## src/rtl/filter_dac_tx.sv

```systemverilog
// filter_dac_tx: takes one binary16 filter sample per valid/ready handshake,
// converts it to a 12-bit offset-binary DAC code with saturation, and shifts
// {CMD_BITS, code} out as a 16-bit SPI mode-0 frame, MSB first.
// Optional feature macro: FILTER_DAC_SAT_FLAG_EN adds the sticky sat_flag output.
//
// Handshake: a sample transfers on a rising clk edge where in_valid and
// in_ready are both 1; in_ready is high only while the FSM is in IDLE, and
// in_valid seen at any other time is ignored (no stall, no queueing).
module filter_dac_tx #(
    parameter int unsigned CLK_DIV  = 2,
    parameter logic [3:0]  CMD_BITS = 4'b0011
) (
    input  logic        clk,
    input  logic        rst,
    input  logic [15:0] in_data,
    input  logic        in_valid,
    output logic        in_ready,
    output logic        sclk,
    output logic        cs_n,
    output logic        mosi,
    output logic        frame_done
`ifdef FILTER_DAC_SAT_FLAG_EN
    ,
    output logic        sat_flag
`endif
);

    typedef enum logic [1:0] {IDLE, CONVERT, SHIFT, HOLD} state_t;

    localparam logic [7:0] DIV_LAST = 8'(CLK_DIV - 1);

    state_t      state_q;
    state_t      state_d;
    logic [15:0] sample;
    logic [15:0] shreg;
    logic [7:0]  div_cnt;
    logic [3:0]  bit_cnt;
    logic [11:0] conv_code;
    logic [10:0] mag;
    logic        last_div;
    logic [15:0] frame;

    assign in_ready = (state_q == IDLE);
    assign last_div = (div_cnt == DIV_LAST);
    assign frame    = {CMD_BITS, conv_code};

    // Half to offset-binary: |v|*2048 = (1024+man) * 2^(exp-14); below 1.0
    // that is a right shift of the significand, which truncates toward zero.
    always_comb begin
        mag       = '0;
        conv_code = 12'd2048;
        if (sample[14:10] == 5'd31) begin
            // NaN parks at mid-scale; infinities go to the rails
            if (sample[9:0] != 10'd0)
                conv_code = 12'd2048;
            else
                conv_code = sample[15] ? 12'd0 : 12'd4095;
        end else if (sample[14:10] >= 5'd15) begin
            conv_code = sample[15] ? 12'd0 : 12'd4095;
        end else if (sample[14:10] != 5'd0) begin
            mag       = {1'b1, sample[9:0]} >> (5'd14 - sample[14:10]);
            conv_code = sample[15] ? (12'd2048 - {1'b0, mag})
                                   : (12'd2048 + {1'b0, mag});
        end
    end

    // State register
    always_ff @(posedge clk) begin
        if (rst)
            state_q <= IDLE;
        else
            state_q <= state_d;
    end

    // Next-state logic: SHIFT ends after the high phase of the last bit
    always_comb begin
        state_d = state_q;
        case (state_q)
            IDLE:    if (in_valid) state_d = CONVERT;
            CONVERT: state_d = SHIFT;
            SHIFT:   if (last_div && sclk && (bit_cnt == 4'd15)) state_d = HOLD;
            HOLD:    if (last_div) state_d = IDLE;
            default: state_d = IDLE;
        endcase
    end

    // Datapath: capture, frame load, sclk phase divider and bit shifting.
    // All SPI pins are registered so sclk cannot glitch around cs_n edges.
    always_ff @(posedge clk) begin
        if (rst) begin
            sample     <= '0;
            shreg      <= '0;
            div_cnt    <= '0;
            bit_cnt    <= '0;
            sclk       <= 1'b0;
            cs_n       <= 1'b1;
            mosi       <= 1'b0;
            frame_done <= 1'b0;
        end else begin
            frame_done <= 1'b0;
            case (state_q)
                IDLE: begin
                    div_cnt <= '0;
                    if (in_valid) sample <= in_data;
                end
                CONVERT: begin
                    mosi    <= frame[15];
                    shreg   <= {frame[14:0], 1'b0};
                    cs_n    <= 1'b0;
                    sclk    <= 1'b0;
                    div_cnt <= '0;
                    bit_cnt <= '0;
                end
                SHIFT: begin
                    if (last_div) begin
                        div_cnt <= '0;
                        if (!sclk) begin
                            sclk <= 1'b1;
                        end else begin
                            sclk <= 1'b0;
                            if (bit_cnt == 4'd15) begin
                                cs_n       <= 1'b1;
                                frame_done <= 1'b1;
                            end else begin
                                bit_cnt <= bit_cnt + 4'd1;
                                mosi    <= shreg[15];
                                shreg   <= {shreg[14:0], 1'b0};
                            end
                        end
                    end else begin
                        div_cnt <= div_cnt + 8'd1;
                    end
                end
                HOLD: begin
                    div_cnt <= last_div ? 8'd0 : (div_cnt + 8'd1);
                end
                default: div_cnt <= '0;
            endcase
        end
    end

`ifdef FILTER_DAC_SAT_FLAG_EN
    logic conv_sat;

    // Saturated: Inf/NaN, or |v| >= 1.0 except exactly -1.0 (representable)
    always_comb begin
        conv_sat = 1'b0;
        if (sample[14:10] == 5'd31)
            conv_sat = 1'b1;
        else if (sample[14:10] >= 5'd15)
            conv_sat = !(sample[15] && (sample[14:10] == 5'd15) && (sample[9:0] == 10'd0));
    end

    // Sticky flag, cleared only by reset
    always_ff @(posedge clk) begin
        if (rst)
            sat_flag <= 1'b0;
        else if ((state_q == CONVERT) && conv_sat)
            sat_flag <= 1'b1;
    end
`endif

endmodule

```

## config.mk

```make
export PLATFORM = sky130hd
export DESIGN_NAME = filter_dac_tx
export DESIGN_NICKNAME = d
export VERILOG_FILES = /design/src/rtl/filter_dac_tx.sv
export SDC_FILE = /design/constraint.sdc
export NUM_CORES = 1
export LEC_CHECK = 0
export CELL_PAD_IN_SITES_DETAIL_PLACEMENT = 1
export CELL_PAD_IN_SITES_GLOBAL_PLACEMENT = 1
export CORE_MARGIN = 2
export CORE_UTILIZATION = 48
export CTS_CLUSTER_DIAMETER = 50
export DETAILED_ROUTE_END_ITERATION = 12
export PLACE_DENSITY = 0.91
export SYNTH_ARGS = -nofsm -noshare
export SYNTH_HDL_FRONTEND = slang
export SYNTH_SLANG_ARGS = --single-unit
```

## constraint.sdc

```tcl
create_clock -name clk -period 5 [get_ports clk]
set_clock_uncertainty 0.1 [all_clocks]
set_input_delay 0.75 -clock clk [delete_from_list [all_inputs] [get_ports clk]]
set_output_delay 0.75 -clock clk [all_outputs]
set_load 0.005 [all_outputs]
```

### Word level (Yosys, flattened, before mapping)

Index checks and enable logic that the tools add are counted.

* bits in registers: 50
* output and inout port bits: 5

* add/sub/neg operators: 5
* magnitude comparators: 1
* equality and inequality tests: 13
* shift-type cells: 1
* muxes and demuxes: 32
* bitwise gates (word level): 3
* reductions and logical operators: 14

Operator list (number)
* $mux W12: 6
* $mux W16: 3
* $pmux W16 S2: 1
* $pmux W8 S2: 1
* $ne A2 B2 Y1 const B: 7
* $add A12 B11 Y12 const A: 1
* $mux W4: 3
* $sub A12 B11 Y12 const A: 1
* $shr A11 B5 Y11: 1
* $reduce_bool A10 Y1: 1
* $mux W1: 9
* $add A8 B1 Y8 const B: 1
* $eq A8 B1 Y1 const B: 1
* $mux W8: 1
* $pmux W2 S4: 1
* $pmux W4 S2: 1
* $reduce_and A4 Y1: 2
* $mux W2: 3
* $pmux W1 S2: 3
* $eq A5 B5 Y1 const B: 1
* $ge A5 B4 Y1 const B: 1
* $reduce_bool A5 Y1: 1
* $sub A4 B5 Y5 const A: 1
* $add A4 B1 Y4 const B: 1
* other kinds (11): 17

### Longest topological paths before layout

Gate-level depths: netlist of the first run.

* depth after elaboration: 8
* gate-level depth with buffers: 16
* depth with buffers taken out: 12

### Worst setup path before layout of the first run

Ideal clock, no wire load.

* path type: reg2reg
* from: reg sample[10]
* to: reg shreg[7]
* library setup time: 0.069 ns
* arrival time: 2.934 ns
* required time: 4.831 ns
* slack: 1.898 ns
* stages on the path, launching flop included: 17
* path buffers: 4
* cell sequence: dfxtp_1 -> buf_6 -> buf_8 -> inv_1 -> ha_1 -> buf_2 -> buf_2 -> a21boi_0 -> a2111oi_0 -> o32a_2 -> inv_1 -> ha_1 -> inv_1 -> a2111oi_2 -> or3_1 -> a21o_1 -> o21ai_1

* cells in the longest elaborated chain, start to end: 8
* elaborated cells between the ends (all ways): 12
* classes of those cells: add/sub (3); order compare (1); eq/ne (1); shift (1); mux (5); reduce/logical (1)

Ends and longest elaborated chain
* from (decl): RTL line 34 `logic [15:0] sample;`
* from (signal assigned): RTL line 104 `if (in_valid) sample <= in_data;`
* $sub A4 B5 Y5: RTL line 61 `mag = {1'b1, sample[9:0]} >> (5'd14 - sample[14:10]);`
* $shr A11 B5 Y11: RTL line 61
* $add A12 B11 Y12 / $sub A12 B11 Y12 (equally long branches): RTL line 63, 62
* $mux W12: RTL line 62 `conv_code = sample[15] ? (12'd2048 - {1'b0, mag})`
* $mux W12: RTL line 60 `end else if (sample[14:10] != 5'd0) begin`
* $mux W12: RTL line 58 `end else if (sample[14:10] >= 5'd15) begin`
* $mux W12 *: RTL line 52 `if (sample[14:10] == 5'd31) begin`
* $pmux W16 S2 *: RTL line 101 `case (state_q)`
* to (signal assigned): RTL line 108 `shreg <= {frame[14:0], 1'b0};`
* to (signal assigned): RTL line 127 `shreg <= {shreg[14:0], 1'b0};`
* to (decl): RTL line 35 `logic [15:0] shreg;`

Every way passes the cells marked *; elsewhere a longest branch is shown, timed or not.
A chain may end at the register's enable or synchronous reset.

### Worst setup path after layout of the first run

* from: reg sample[10]
* to: reg shreg[5]

The elaborated chain is that of the path after synthesis.

==> results.yml, run 1 <==
cells_and_area:
  antenna_cells: 0
  final_cell_mix: "nand2_1 (54), dfxtp_1 (49), a21oi_1 (38)"
  area_growth_pct: 11.29
  fillers: 788
  drive_above_1_share_pct: 8.209
  finalNetCount: 431
  fin_util_pct: 55.70
  final_common_cell: "nand2_1"
run_status:
  status: "complete, no violations"
critical_path:
  crit_slowest_cell: "ha_1"
  worstPathCellList: "buf_4 -> inv_1 -> ha_1 -> nor2b_1 -> a2111oi_0 -> o32a_2 -> inv_1 -> ha_1 -> inv_1 -> o31ai_1 -> and3_1 -> o21ai_1 -> a311oi_1"
  crit_path_end_kind: "flip-flop"
  required_ns: 5.13
  r2r_cells: 13
  crit_top_cell: "inv_1"
  r2r-start: "sample[10]"
  arrival_ns: 4.03
  worstSetupPathType: "flip-flop to flip-flop"
  cp_max_fo: 24
  ff2ff_setup_slack_ns: 1.11
  setup.worst_path.start_class: "flip-flop"
  r2r_end: "shreg[5]"
  max_stage_delay_ns: 0.72
sta:
  slew_headroom_pct: 24.88
  hold_viol: 0
  whs_ns: 0.3675
  fin_setup_tns_ns: 0
  finalMaxSlewViolations: 0
  worst_pin_slew_ns: 1.127
  min_period_over_period_pct: 77.88
  setup_viol: 0
  max_freq_mhz: 256.8
  rsz0062_at_grt: "no"
  fin_crit_ns: 3.894
clock_tree:
  cts_setup_buffers: 0
  root_buffer: "clkbuf_8"
  cts_hold_buffers: 0
  clock_path_buffers: 2
  cts.htree.levels: 2
  path_clk_slew_ns: 0.10
  numCtsBuffers: 5
  ctsResizeCount: 0
  cts_sinks: 49
  clk_latency_ns: 0.31
  cts_tree: "done"
floorplanning:
  ios: 24
  die-width_um: 85.83
  die_h_um: 85.83
  initial_utilization_pct: 50.05
  coreArea_mm2: 0.006422
  die_area_mm2: 0.007367
  row_count: 29
routing:
  totalWireLength_um: 8905
  avgRoutedWirePerCell_um: 18.59
  via_per_inst: 6.340
  vias: 3037
  drtIter0Drc: 240
  ant_nets: 0
  dr.pass1.iters: 6
  drc: 0
grt:
  antenna_found_initial: 0
  grt_pass1_wl_um: 14710
  grt_max_degree: 25
  overflow: 0
  grtUsageTotal_pct: 25.01
  grt_pass1_vias: 2951
logic_synthesis:
  synth_ff_type: "dfxtp_1"
  ys_types: 69
  synth_seq_cells: 49
  ys_warn_count: 0
  synth-async-reset-ratio_pct: 0
  synthCells: 392
  synth_edf_count: 0
  synth_fp_nets: 422
  syn_area_per_cell_um2: 8.200
  syn_area_mm2: 0.003214
  ys_seq_area_share_pct: 30.52
min_path:
  holdCritPathClass: "flip-flop to flip-flop"
  hp-start: "shreg[15]"
  min_to: "shreg[15]"
  whs_path_depth: 2
power_and_ir_drop:
  power.leakage_nw: 1.261
  p_per_area_mw_per_mm2: 470.8
  power_mw: 1.684
  vdd_ir_drop_max_uv: 255.9
place:
  port-buffer-count: 23
  place.gp.congestion: 0.9135
  place_hpwl_um: 6307
flow_run:
  drv_cap: 0
## worst max-delay path, delay by kind of cell, from the launching register on
| kind | cells | cell delay (ns) |
|---|---|---|
| simple gates | 2 | 0.61 |
| flops | 1 | 0.32 |
| compound gates | 5 | 1.20 |
| fa+ha+maj | 2 | 0.94 |
| buf+inv | 4 | 0.64 |
## cell type report
class                   count  area (µm²)  share of cell area, %
well taps                  77       96.34                  2.693
clock inverters             2       41.29                  1.154
inverters                  16       60.06                  1.679
flip-flops and latches     49       980.9                  27.42
repair buffers             26       252.7                  7.065
multi-input cells         303        2063                  57.68
clock buffers               6       82.58                  2.308
## cells by family after synthesis
group,Yosys count,synth area share (%)
XOR/XNOR,15,4.321
buffers and inverters,40,5.527
multiplexers,19,9.226
AO/OA/AOI/OAI,110,23.71
adder cells (fa/ha/maj),11,4.282
AND/OR/NAND/NOR,148,22.42
flip-flops,49,30.52
## per-stage QoR
stage	instance area [µm²]	std cells	setup slack (ns)
floorplan	3214	392	1.898
global placement	3453	471	1.511
detailed placement	3453	471	1.217
CTS	3577	479	1.141
global route	3577	479	0.8773
finish	3577	479	1.106
## routing by layer
layer / wire (µm) / track usage (%) / up-vias
met5: 0 / 0 / -
met4: 99 / 5.916 / 0
met3: 339 / 3.754 / 9
met2: 4385 / 42.47 / 57
met1: 4080 / 33.61 / 1513
li1: - / - / 1458
## worst max-delay path by stage
stage	from	cells past startpoint	slack [ns]	to
after floorplan	sample[10]	16	1.90	shreg[7]
after global placement	sample[10]	13	1.51	shreg[5]
after detailed placement	sample[10]	13	1.22	shreg[5]
after CTS	sample[10]	13	1.14	shreg[5]
after global routing	sample[10]	13	0.88	shreg[5]
final	sample[10]	13	1.11	shreg[5]
## registers in the layout, summed over array words and instances, names as in the netlist
signal	count
state_q	2
bit_cnt	4
shreg	15
div_cnt	8
frame_done	1
sample	16
sclk	1
mosi	1
cs_n	1
## report_power, final
| group | internal [mW] | switching (mW) |
|---|---|---|
| Clock | 0.167 | 0.154 |
| Sequential | 0.466 | 0.0832 |
| Combinational | 0.321 | 0.494 |
| Total | 0.953 | 0.731 |
## Yosys cell counts, drive strengths merged, types with 3 or more instances
cell type	count	area (µm²)
a21oi	38	190.2
a31oi	3	18.77
a2bb2oi	3	26.28
xor2	10	87.58
nand2	54	202.7
nand3	12	60.06
nor4	5	37.53
inv	16	60.06
and2	5	31.28
ha	11	137.6
mux2i	9	90.09
a211oi	6	55.05
buf	11	68.81
o22ai	4	25.02
mux2	3	37.53
clkbuf	13	48.80
a311oi	3	26.28
mux4	7	168.9
nor2	30	112.6
nor2b	3	18.77
o32a	5	53.80
o21ai	16	80.07
o211ai	4	30.03
o21a	3	22.52
dfxtp	49	980.9
xnor2	5	51.30
nor3	18	101.4
a221oi	3	26.28
nor3b	3	22.52
or3	3	18.77
and3	4	25.02
Note: power is estimated with default switching activity, not from simulation.
==> run 2, diff against run 1 <==
Settings changed: CORE_UTILIZATION 48 to 40, PLACE_DENSITY 0.91 to 0.81.
Clock period 5 ns to 3.5 ns, I/O delays scaled along.
==> run 2 against run 1 <==
Net effect: combinational power increased by 47%; first-iteration DRC count decreased by 31%; die area increased by 19%; global-route usage decreased by 3.7 points; clock power increased by 18%; hold slack got worse by 0.0080 ns; cell count increased by 6.7%; maximum frequency increased by 20%; critical path type unchanged; highest routed layer unchanged.
==> results.yml, run 2 (same netlist as run 1, synthesis figures left out) <==
run_status:
  status: "complete, no violations"
grt:
  grt_max_degree: 41
  grtUsageTotal_pct: 21.32
  grt_pass1_wl_um: 15030
  overflow: 0
  antenna_found_initial: 0
  grt_pass1_vias: 3031
power_and_ir_drop:
  vdd_ir_drop_max_uv: 290.5
  p_sw_mw: 1.050
  switching_share_pct: 44.48
  combinationalPowerShare_pct: 50.7
  p_per_area_mw_per_mm2: 649.5
  p_int_mw: 1.311
  power.leakage_nw: 1.274
  power_mw: 2.361
  clkPwrFrac_pct: 16.0
  p_seq_share_pct: 33.3
clock_tree:
  path_clk_slew_ns: 0.11
  clk_latency_ns: 0.32
  cts_sinks: 49
  cts_tree: "done"
  cts_setup_buffers: 0
  cts_hold_buffers: 0
  cts.htree.levels: 2
  clock_path_buffers: 2
  numCtsBuffers: 5
  root_buffer: "clkbuf_8"
sta:
  fin_ws_ns: 0.2546
  slew_headroom_pct: 48.57
  max_freq_mhz: 308.1
  min_period_over_period_pct: 92.72
  finalMaxSlewViolations: 0
  worst_pin_slew_ns: 0.7680
  fin_crit_ns: 3.245
  hold_viol: 0
  rsz0062_at_grt: "no"
  setup_viol: 0
  fin_setup_tns_ns: 0
critical_path:
  cp_max_fo: 10
  required_ns: 3.64
  setup.worst_path.start_class: "flip-flop"
  r2r-start: "sample[11]"
  r2r_end: "shreg[5]"
  ff2ff_setup_slack_ns: 0.25
  arrival_ns: 3.38
  crit_end: "shreg[5]"
  cp-startpoint: "sample[11]"
  worstSetupPathType: "flip-flop to flip-flop"
  r2r_cells: 12
  crit_path_end_kind: "flip-flop"
cells_and_area:
  final_cell_mix: "nand2_1 (54), dfxtp_1 (49), a21oi_1 (38)"
  drive_above_1_share_pct: 10.02
  finalNetCount: 438
  final_common_cell: "nand2_1"
  fin_util_pct: 46.81
  final_cells: 511
  area_growth_pct: 13.12
  reg_top3: "sample (16), shreg (15), div_cnt (8)"
  antenna_cells: 0
  top_register: "sample"
  largest_reg_flops: 16
floorplanning:
  ios: 24
  die_h_um: 93.64
  row_count: 32
  die_area_mm2: 0.008768
  coreArea_mm2: 0.007767
  die-width_um: 93.64
  initial_utilization_pct: 41.38
routing:
  vias: 3004
  drtIter0Drc: 165
  avgRoutedWirePerCell_um: 17.33
  dr.pass1.iters: 4
  totalWireLength_um: 8854
  via_per_inst: 5.879
  ant_nets: 0
  drc: 0
place:
  port-buffer-count: 23
  place.gp.congestion: 0.9493
  place_hpwl_um: 6533
  pre_cts_slack_ns: 0.2526
  dp.cells: 503
flow_run:
  drv_cap: 0
min_path:
  holdCritPathClass: "flip-flop to flip-flop"
==> run 2: cell count changes in the layout (fill, tap and decap cells not counted), sizes merged <==
| cell | change |
|---|---|
| buf | +7 |
| clkinvlp | +2 |
| bufinv | -1 |
| clkbuf | -1 |
==> run 2: how the worst min path moves through the flow <==
| stage | start | end | slack [ns] | depth (start not counted) |
|---|---|---|---|---|
| after floorplan | shreg[12] | shreg[12] | 0.33 | 2 |
| after global placement | mosi | mosi | 0.34 | 2 |
| after detailed placement | mosi | mosi | 0.35 | 2 |
| after CTS | mosi | mosi | 0.37 | 2 |
| after global routing | shreg[15] | shreg[15] | 0.40 | 2 |
| final | mosi | mosi | 0.36 | 2 |
==> run 2: power groups by stage <==
stage,Combinational (mW),Clock [mW],Sequential [mW]
3_3_place_gp,1.15,0,0.791
3_5_place_dp,1.18,0,0.797
5_1_grt,1.33,0.405,0.804
6_report,1.20,0.378,0.786
2_1_floorplan,0.897,0,0.745
4_1_cts,1.19,0.386,0.785
==> run 2: cell type report <==
class	instances	area, µm²
inverters	16	60.06
clock buffers	5	68.82
clock inverters	3	26.28
multi-input cells	303	2067
repair buffers	33	305.3
fillers	949	4131
flip-flops and latches	49	980.9
well taps	102	127.6
==> run 2: repair_timing <==
action / 4_1_cts / 5_1_grt
endpoints found under the setup margin: 0 / 4
resized for setup: 0 / 2
endpoints found under the hold margin: 0 / 0
==> run 2: per-layer routing <==
metal / part of all wire (%) / vias up / track usage, %
met3: 3.3 / 8 / 3.304
met2: 48 / 56 / 36.81
met5: 0 / - / 0
li1: - / 1467 / -
met4: 0.98 / 0 / 4.348
met1: 47 / 1473 / 28.26
==> run 2: worst max-delay path, stage by stage (launching register included) <==
cell and delay, ns:
dfxtp_1 0.50, inv_1 0.08, ha_2 0.45, mux4_2 0.34, mux2_2 0.29, o32a_2 0.23
inv_1 0.07, ha_1 0.18, inv_1 0.09, o31ai_1 0.29, and3_1 0.20, o21ai_1 0.07
a311oi_1 0.26
==> run 2: stage by stage <==
stage,hold slack (ns),instance area (µm²)
floorplan,0.3276,3214
finish,0.3595,3636
global route,0.3988,3636
global placement,0.3396,3537
detailed placement,0.3533,3537
CTS,0.3698,3632
==> run 3, diff against run 2 <==
--- a/config.mk
+++ b/config.mk
@@ -13,4 +13,5 @@
 export DETAILED_ROUTE_END_ITERATION = 12
 export PLACE_DENSITY = 0.81
+export SETUP_SLACK_MARGIN = 0.3
 export SYNTH_ARGS = -nofsm -noshare
 export SYNTH_HDL_FRONTEND = slang
==> constraint.sdc (replaced) <==
create_clock -name clk -period 3.5 [get_ports clk]
set_clock_uncertainty 0.1 [all_clocks]
set_input_delay 0.525 -clock clk [delete_from_list [all_inputs] [get_ports clk]]
set_output_delay 0.525 -clock clk [all_outputs]
set_load 0.02 [all_outputs]
==> run 3 against run 2 <==
Net effect: sequential power grew 0.8%; maximum frequency grew 4.5%; combinational power grew 7%; critical path depth grew 1; register-to-register slack gained 0.14 ns; clock power shrank 1%; largest power group unchanged.
==> results.yml, run 3 (same netlist as run 1, synthesis figures left out) <==
run_status:
  status: "complete, no violations"
cells_and_area:
  final_cells: 514
  largest_reg_flops: 16
  antenna_cells: 0
  reg_top3: "sample (16), shreg (15), div_cnt (8)"
  final_cell_mix: "nand2_1 (54), dfxtp_1 (47), a21oi_1 (38)"
  top_register: "sample"
  area_growth_pct: 15.88
  drive_above_1_share_pct: 12.38
  final_common_cell: "nand2_1"
  fillers: 942
  finalNetCount: 441
  fin_util_pct: 47.95
grt:
  grt_pass1_wl_um: 15040
  grt_pass1_vias: 3027
  antenna_found_initial: 0
  grtUsageTotal_pct: 21.33
  grt_max_degree: 41
  overflow: 0
critical_path:
  worstPathCellList: "inv_1 -> ha_4 -> buf_2 -> mux4_2 -> mux2_4 -> o32a_2 -> inv_1 -> ha_1 -> inv_2 -> o31ai_2 -> and3_1 -> o21ai_1 -> a311oi_1"
  crit_end: "shreg[5]"
  worstSetupPathType: "flip-flop to flip-flop"
  cp-startpoint: "sample[11]"
  r2r_cells: 13
  arrival_ns: 3.24
  max_stage_delay_ns: 0.41
  crit_slowest_cell: "dfxtp_4"
  crit_top_cell: "inv_1"
  cpLargestDelayFamily: "compound AO/OA/AOI/OAI gates"
  critPathBufInv: 4
  crit_path_end_kind: "flip-flop"
  cp_max_fo: 9
  r2r_end: "shreg[5]"
  r2r-start: "sample[11]"
  cp.depth: 13
  ff2ff_setup_slack_ns: 0.40
  setup.worst_path.start_class: "flip-flop"
  required_ns: 3.63
routing:
  totalWireLength_um: 9011
  ant_nets: 0
  drtIter0Drc: 228
  dr.pass1.iters: 4
  vias: 3021
  drc: 0
  avgRoutedWirePerCell_um: 17.53
  via_per_inst: 5.877
power_and_ir_drop:
  power.leakage_nw: 1.294
  power_mw: 2.444
  p_per_area_mw_per_mm2: 656.2
  vdd_ir_drop_max_uv: 286.7
sta:
  min_period_over_period_pct: 88.70
  setup_viol: 0
  max_freq_mhz: 322.1
  fin_crit_ns: 3.105
  fin_setup_tns_ns: 0
  worst_pin_slew_ns: 0.7668
  finalMaxSlewViolations: 0
  slew_headroom_pct: 48.66
  hold_viol: 0
  rsz0062_at_grt: "no"
floorplanning:
  ios: 24
  row_count: 32
  die_area_mm2: 0.008768
  die_h_um: 93.64
  coreArea_mm2: 0.007767
  die-width_um: 93.64
  initial_utilization_pct: 41.38
clock_tree:
  cts_tree: "done"
  numCtsBuffers: 5
  path_clk_slew_ns: 0.11
  root_buffer: "clkbuf_8"
  clock_path_buffers: 2
  cts_sinks: 49
  cts_hold_buffers: 0
  clk_latency_ns: 0.32
  cts.htree.levels: 2
place:
  place_hpwl_um: 6533
  place.gp.congestion: 0.9493
  port-buffer-count: 23
  dp.cells: 503
min_path:
  holdCritPathClass: "flip-flop to flip-flop"
flow_run:
  drv_cap: 0
[run 3: area by class of cell]
cell class	instances	area (µm²)	share of cell area, %
Tap cell	102	127.6	3.426
Multi-Input combinational cell	303	2121	56.94
Clock buffer	5	68.82	1.847
Inverter	16	60.06	1.612
Timing Repair Buffer	36	332.8	8.935
Sequential cell	49	988.4	26.54
Clock inverter	3	26.28	0.7054
[run 3: worst register-to-register path, stage by stage (launching register included)]
cell and delay [ns]:
dfxtp_4 0.41, inv_1 0.08, ha_4 0.31, buf_2 0.17, mux4_2 0.30, mux2_4 0.26, o32a_2 0.22, inv_1 0.09
ha_1 0.20, inv_2 0.08, o31ai_2 0.28, and3_1 0.19, o21ai_1 0.08, a311oi_1 0.26
[run 3: through the flow]
step | instance area [µm²] | worst slack [ns] | hold WS, ns
floorplan | 3214 | 0.3978 | 0.3276
global placement | 3537 | 0.2828 | 0.3396
detailed placement | 3537 | 0.2526 | 0.3533
CTS | 3636 | 0.3473 | 0.3698
global route | 3725 | 0.2448 | 0.3988
finish | 3725 | 0.3955 | 0.3607
[run 3: how the worst min path moves through the flow]
stage / startpoint / endpoint / depth (start not counted)
final: mosi / mosi / 2
after global routing: shreg[15] / shreg[15] / 2
after CTS: mosi / mosi / 2
after detailed placement: mosi / mosi / 2
after global placement: mosi / mosi / 2
after floorplan: shreg[12] / shreg[12] / 2
[run 3: per-layer routing]
| metal | GRT usage [%] | share of wire [%] | vias to the layer above |
|---|---|---|---|
| met5 | 0 | 0 | - |
| met4 | 4.348 | 1.1 | 0 |
| met3 | 3.304 | 3.7 | 10 |
| met2 | 36.81 | 49 | 48 |
| met1 | 28.31 | 46 | 1484 |
| li1 | - | - | 1479 |
[run 3: where the power goes]
group / leakage [nW] / total (mW) / switching [mW] / internal [mW]
logic: 0.851 / 1.28 / 0.740 / 0.539
registers: 0.401 / 0.792 / 0.125 / 0.667
clock network: 0.0423 / 0.374 / 0.228 / 0.146
[run 3: timing repair]
action | in CTS | in global routing
pin swaps | 0 | 3
buffers inserted | 0 | 3
endpoints found under the setup margin | 5 | 10
resized for setup | 2 | 16
hold endpoints to repair | 0 | 0
